[src/rtl/bus_codec_pkg.sv]
// Shared definitions for the low-power bus codec: mode encodings and a population count.
package bus_codec_pkg;

    localparam logic [1:0] MODE_RAW  = 2'd0;
    localparam logic [1:0] MODE_GRAY = 2'd1;
    localparam logic [1:0] MODE_T0   = 2'd2;
    localparam logic [1:0] MODE_BI   = 2'd3;

    localparam int POP_MAX_W = 64;

    // Callers zero-extend narrower vectors, so bus widths up to 63 bits (plus bus_x) fit.
    function automatic int unsigned popcount(input logic [POP_MAX_W-1:0] v);
        int unsigned n;
        n = 0;
        for (int i = 0; i < POP_MAX_W; i++) begin
            n = n + 32'(v[i]);
        end
        return n;
    endfunction

endpackage

[src/rtl/bus_codec_dec.sv]
// Decoder stage: rebuilds the original word from {bus_x, bus} using the mode that travelled with it.
module bus_codec_dec
    import bus_codec_pkg::*;
#(
    parameter int W      = 8,
    parameter int STRIDE = 1
) (
    input  logic         ck,
    input  logic         rst,
    input  logic [W-1:0] bus,
    input  logic         bus_x,
    input  logic [1:0]   mode_q,
    input  logic         bus_valid,
    output logic [W-1:0] dout,
    output logic         dout_valid
);

    localparam logic [W-1:0] STEP = W'(STRIDE);

    logic [W-1:0] dout_reg;
    logic [W-1:0] dout_next;
    logic [W-1:0] gray_dec;
    logic         dout_valid_reg;

    // Gray decode: each output bit is the XOR of all bus bits at or above it.
    generate
        for (genvar gi = 0; gi < W; gi++) begin : g_gray
            assign gray_dec[gi] = ^bus[W-1:gi];
        end
    endgenerate

    // dout_reg holds between words, so it doubles as the T0 predecessor.
    always_comb begin
        dout_next = bus;
        case (mode_q)
            MODE_GRAY: dout_next = gray_dec;
            MODE_T0:   dout_next = bus_x ? dout_reg + STEP : bus;
            MODE_BI:   dout_next = bus_x ? ~bus : bus;
            default:   dout_next = bus;
        endcase
    end

    always_ff @(posedge ck or posedge rst) begin
        if (rst) begin
            dout_reg       <= '0;
            dout_valid_reg <= 1'b0;
        end else begin
            dout_valid_reg <= bus_valid;
            if (bus_valid) begin
                dout_reg <= dout_next;
            end
        end
    end

    assign dout       = dout_reg;
    assign dout_valid = dout_valid_reg;

endmodule

[src/rtl/bus_lowpower_codec.sv]
// Low-power bus codec: registered encoder (raw/Gray/T0/bus-invert), paired decoder,
// and a saturating counter of line flips on {bus_x, bus}.
module bus_lowpower_codec
    import bus_codec_pkg::*;
#(
    parameter int W      = 8,
    parameter int STRIDE = 1,
    parameter int CNT_W  = 16
) (
    input  logic             ck,
    input  logic             rst,
    input  logic [1:0]       mode,
    input  logic             in_valid,
    input  logic [W-1:0]     din,
    input  logic             clr_cnt,
    output logic [W-1:0]     bus,
    output logic             bus_x,
    output logic             bus_valid,
    output logic [W-1:0]     dout,
    output logic             dout_valid,
    output logic [CNT_W-1:0] toggles
);

    localparam logic [W-1:0]     STEP    = W'(STRIDE);
    localparam logic [7:0]       HALF    = 8'(W / 2);
    localparam logic [CNT_W-1:0] CNT_MAX = '1;
    localparam int               SUM_W   = CNT_W + 8;

    logic [W-1:0]     bus_reg;
    logic [W-1:0]     bus_next;
    logic             bus_x_reg;
    logic             bus_x_next;
    logic             bus_valid_reg;
    logic [1:0]       mode_q_reg;
    logic [W-1:0]     prev_din_reg;
    logic [1:0]       last_mode_reg;
    logic             hist_valid_reg;
    logic [CNT_W-1:0] toggles_reg;
    logic [CNT_W-1:0] toggles_next;
    logic [SUM_W-1:0] tog_sum;
    logic [7:0]       hamming;
    logic [7:0]       flips;
    logic             mode_change;
    logic             t0_hit;
    logic             bi_invert;

    always_comb begin
        // A mode switch forces the word out plain and discards T0 history.
        mode_change = hist_valid_reg && (mode != last_mode_reg);
        hamming     = 8'(popcount(64'(din ^ bus_reg)));
        t0_hit      = hist_valid_reg && !mode_change && (din == prev_din_reg + STEP);
        bi_invert   = !mode_change && (hamming > HALF);

        bus_next   = bus_reg;
        bus_x_next = bus_x_reg;
        if (in_valid) begin
            bus_x_next = 1'b0;
            case (mode)
                MODE_GRAY: bus_next = din ^ (din >> 1);
                MODE_T0: begin
                    if (t0_hit) begin
                        bus_next   = bus_reg;
                        bus_x_next = 1'b1;
                    end else begin
                        bus_next = din;
                    end
                end
                MODE_BI: begin
                    if (bi_invert) begin
                        bus_next   = ~din;
                        bus_x_next = 1'b1;
                    end else begin
                        bus_next = din;
                    end
                end
                default: bus_next = din;
            endcase
        end

        flips   = 8'(popcount(64'({bus_x_next, bus_next} ^ {bus_x_reg, bus_reg})));
        tog_sum = SUM_W'(toggles_reg) + SUM_W'(flips);
        if (clr_cnt) begin
            toggles_next = '0;
        end else if (tog_sum > SUM_W'(CNT_MAX)) begin
            toggles_next = CNT_MAX;
        end else begin
            toggles_next = CNT_W'(tog_sum);
        end
    end

    always_ff @(posedge ck or posedge rst) begin
        if (rst) begin
            bus_reg        <= '0;
            bus_x_reg      <= 1'b0;
            bus_valid_reg  <= 1'b0;
            mode_q_reg     <= MODE_RAW;
            prev_din_reg   <= '0;
            last_mode_reg  <= MODE_RAW;
            hist_valid_reg <= 1'b0;
            toggles_reg    <= '0;
        end else begin
            bus_reg       <= bus_next;
            bus_x_reg     <= bus_x_next;
            bus_valid_reg <= in_valid;
            toggles_reg   <= toggles_next;
            if (in_valid) begin
                mode_q_reg     <= mode;
                prev_din_reg   <= din;
                last_mode_reg  <= mode;
                hist_valid_reg <= 1'b1;
            end
        end
    end

    bus_codec_dec #(
        .W      (W),
        .STRIDE (STRIDE)
    ) u_dec (
        .ck         (ck),
        .rst        (rst),
        .bus        (bus_reg),
        .bus_x      (bus_x_reg),
        .mode_q     (mode_q_reg),
        .bus_valid  (bus_valid_reg),
        .dout       (dout),
        .dout_valid (dout_valid)
    );

    assign bus       = bus_reg;
    assign bus_x     = bus_x_reg;
    assign bus_valid = bus_valid_reg;
    assign toggles   = toggles_reg;

endmodule

[config.mk]
export PLATFORM = sky130hd
export DESIGN_NAME = bus_lowpower_codec
export DESIGN_NICKNAME = d
export VERILOG_FILES = /design/src/rtl/bus_codec_pkg.sv /design/src/rtl/bus_codec_dec.sv /design/src/rtl/bus_lowpower_codec.sv
export SDC_FILE = /design/constraint.sdc
export NUM_CORES = 1
export LEC_CHECK = 0
export CORE_MARGIN = 10
export CORE_UTILIZATION = 58
export DETAILED_ROUTE_END_ITERATION = 10
export PLACE_DENSITY = 0.82
export RECOVER_POWER = 50
export SLEW_MARGIN = 20
export SYNTH_ARGS = -nofsm -noshare
export SYNTH_HDL_FRONTEND = slang
export SYNTH_SLANG_ARGS = --single-unit
[constraint.sdc]
create_clock -name ck -period 8.4 [get_ports ck]
set_clock_uncertainty 0.15 [all_clocks]
set_input_delay 0.84 -clock ck [delete_from_list [all_inputs] [get_ports ck]]
set_output_delay 0.84 -clock ck [all_outputs]
set_load 0.02 [all_outputs]
==> results.ini <==
[clock_tree]
cts-root-buf=clkbuf_8
path_clk_slew_ns=0.09
h-tree-depth=2
cts_buffers=5
cts_tree=built
clk_latency_ns=0.31
cts_sinks=46
clockBufferDepth=2
ctsHoldBuffers=0

[floorplanning]
die_w_um=109
die-area_um2=11900
fp.dieH_um=109
fp.coreArea_um2=7730
rows=32
start_util_pct=59.3
io_pins=49

[logic_synthesis]
synth_cell_types=72
synthAdderAreaFrac_pct=7.37
syn_area_um2=4580
synth_top_cells_by_count=dfrtp_1, nand2_1, nor2_1
synth_cells=560
yosys.area_share.simple_pct=19.3
synth-seq-area-share_pct=25.1
netlist.area_leader.share_pct=25.1
synth_fp_nets=595
ys_warn_count=0
synth-xor-area-share_pct=11.7
synth_top_area_cell=dfrtp_1
synth-compound-area-share_pct=24.8
synth_area_per_cell_um2=8.19
synthArstFlopShare_pct=100
ys_ff_latch=46
synth_top_flop_cell=dfrtp_1
ys_top_cells_by_area=dfrtp_1, xnor2_1, fa_1, a21oi_1, nand2_1
synth_edf_count=0
synth_top_family_by_area=compound AO/OA/AOI/OAI gates
synth_mux_area_share_pct=4.28

[route]
viasPerCell=6.44
drt_iter0_drc=481
post_drt_wl_per_cell_um=19.0
drc=0
vias=4500
first_pass_iters=6
wirelength_um=13300
ant_nets=0

[worst_setup_path]
slowest_delay_ns=0.56
end_kind=register
worst_setup_path_start_kind=input pin
critPathKind=input pin to register
slowest_stage=fa_1
critPathArrivalTime_ns=8.03
path_common_cell=fa_1
path_delay_family=adder cells
cp_max_fo=8
required_ns=8.49
critPathBufInv=6

[power]
ir_drop_mv=0.149
p_per_area_nw_per_um2=267
finalPower_mw=1.43
p_leak_nw=2.20

[timing]
worst_pin_slew_ns=2.19
slew_viol_final=92
max_clock_freq_mhz=126
setup_viol=0
post-route-min-period_ns=7.94
rsz0062_at_grt=no
hold_viol=0
slew_headroom_pct=-45.9
fin_crit_sh_pct=94.5
holdWs_ns=0.388
setup_tns_ns=0

[placement]
dp_hpwl_um=9570
place_inst=685
gp_congestion=0.967
port_buffers=48

[finish]
final_cells=699
fin_nets=631
antennaDiodeCount=0
largest_reg_flops=16
num-fill-cells=650
drive_gt1_share_pct=12.7
synthToLayoutAreaGrowth_pct=17.0

[global_route]
grt_overflow_total=0
grt_max_degree=47
grt_pass1_vias=4141
grt_first_pass_wirelength_um=21200
antenna_found_initial=0
grt.total_usage_pct=22.0

[hold_path]
min_path_type=register to register

[run]
cap_violations=2

[outcome]
violations=capacitance limit, slew limit
status=finished, violations left

-- layer usage --
layer / track usage [%] / up-vias / routed length, µm
li1: - / 2097 / -
met1: 28.5 / 2132 / 5430
met2: 36.5 / 239 / 6400
met3: 3.78 / 32 / 1150
met4: 6.97 / 0 / 285
met5: 0 / - / 0
-- path summary, 6_finish.rpt --
| kind | start | endpoint | slack (ns) | cells after the start |
|---|---|---|---|---|
| setup / recovery | din[0] | toggles[13] | 0.46 | 29 |
| hold / removal | prev_din_reg[7] | prev_din_reg[7] | 0.39 | 1 |
| setup reg to reg | bus[0] | toggles[13] | 0.53 | 28 |
| hold reg to reg | prev_din_reg[7] | prev_din_reg[7] | 0.39 | 1 |
| max in group asynchronous | rst | hist_valid_reg | 5.64 | 2 |
| min in group asynchronous | rst | u_dec.dout[6] | 1.39 | 2 |
-- metrics by stage --
stage,cell area (µm²),setup slack [ns],utilization (%)
floorplan,4580,0.0998,-
global placement,5160,-0.170,66.8
detailed placement,5160,-0.416,66.8
CTS,5270,0.0148,68.1
global route,5360,0.0783,69.4
finish,5360,0.464,69.4
-- cell families after synthesis --
logic type,after synthesis
AND/OR/NAND/NOR,177
AO/OA/AOI/OAI,159
buffers and inverters,82
XOR/XNOR,57
flip-flops,46
adder cells (fa/ha/maj),21
multiplexers,18
-- what timing repair did --
item	CTS	global route
pin swaps	0	8
setup buffers	0	6
setup endpoints to repair	13	16
gates resized for setup	2	15
-- cells in the final DEF, fill, tap and decap left out, types with 4 or more instances in the layout --
cell type and n:
nand2_1 46, a31oi_1 14, o211ai_1 17, xnor2_2 5, xnor2_1 32, a21o_1 6
o2111a_1 7, mux2_2 13, buf_4 32, nor4_1 4, o221ai_1 6, dfrtp_1 46
nand2b_1 8, o21ai_0 16, o31ai_1 10, nor2b_1 11, and2_1 4, fa_1 8
and3_1 4, nand4b_1 4, nand3_1 18, mux2i_1 5, inv_1 29, ha_1 11
nor2_1 43, nand4_1 11, a21oi_1 35, xor2_1 18, o21ai_1 4, o2111ai_1 4
clkbuf_8 6, nor3_1 6, a32oi_1 4, clkdlybuf4s50_1 43
-- where the power goes --
group / switching (mW) / internal, mW / leakage [nW]
Combinational: 0.504 / 0.459 / 1.59
Sequential: 0.0646 / 0.257 / 0.565
Clock: 0.0833 / 0.0664 / 0.0472
-- final cells by class --
type | instances | area, µm² | area share (%)
flip-flops and latches | 46 | 1150 | 21.5
inverters | 30 | 113 | 2.10
repair buffers | 81 | 732 | 13.6
multi-input cells | 432 | 3140 | 58.6
well taps | 102 | 128 | 2.38
clock inverters | 2 | 12.5 | 0.233
clock buffers | 6 | 82.6 | 1.54
(Power assumes the default switching activity.)
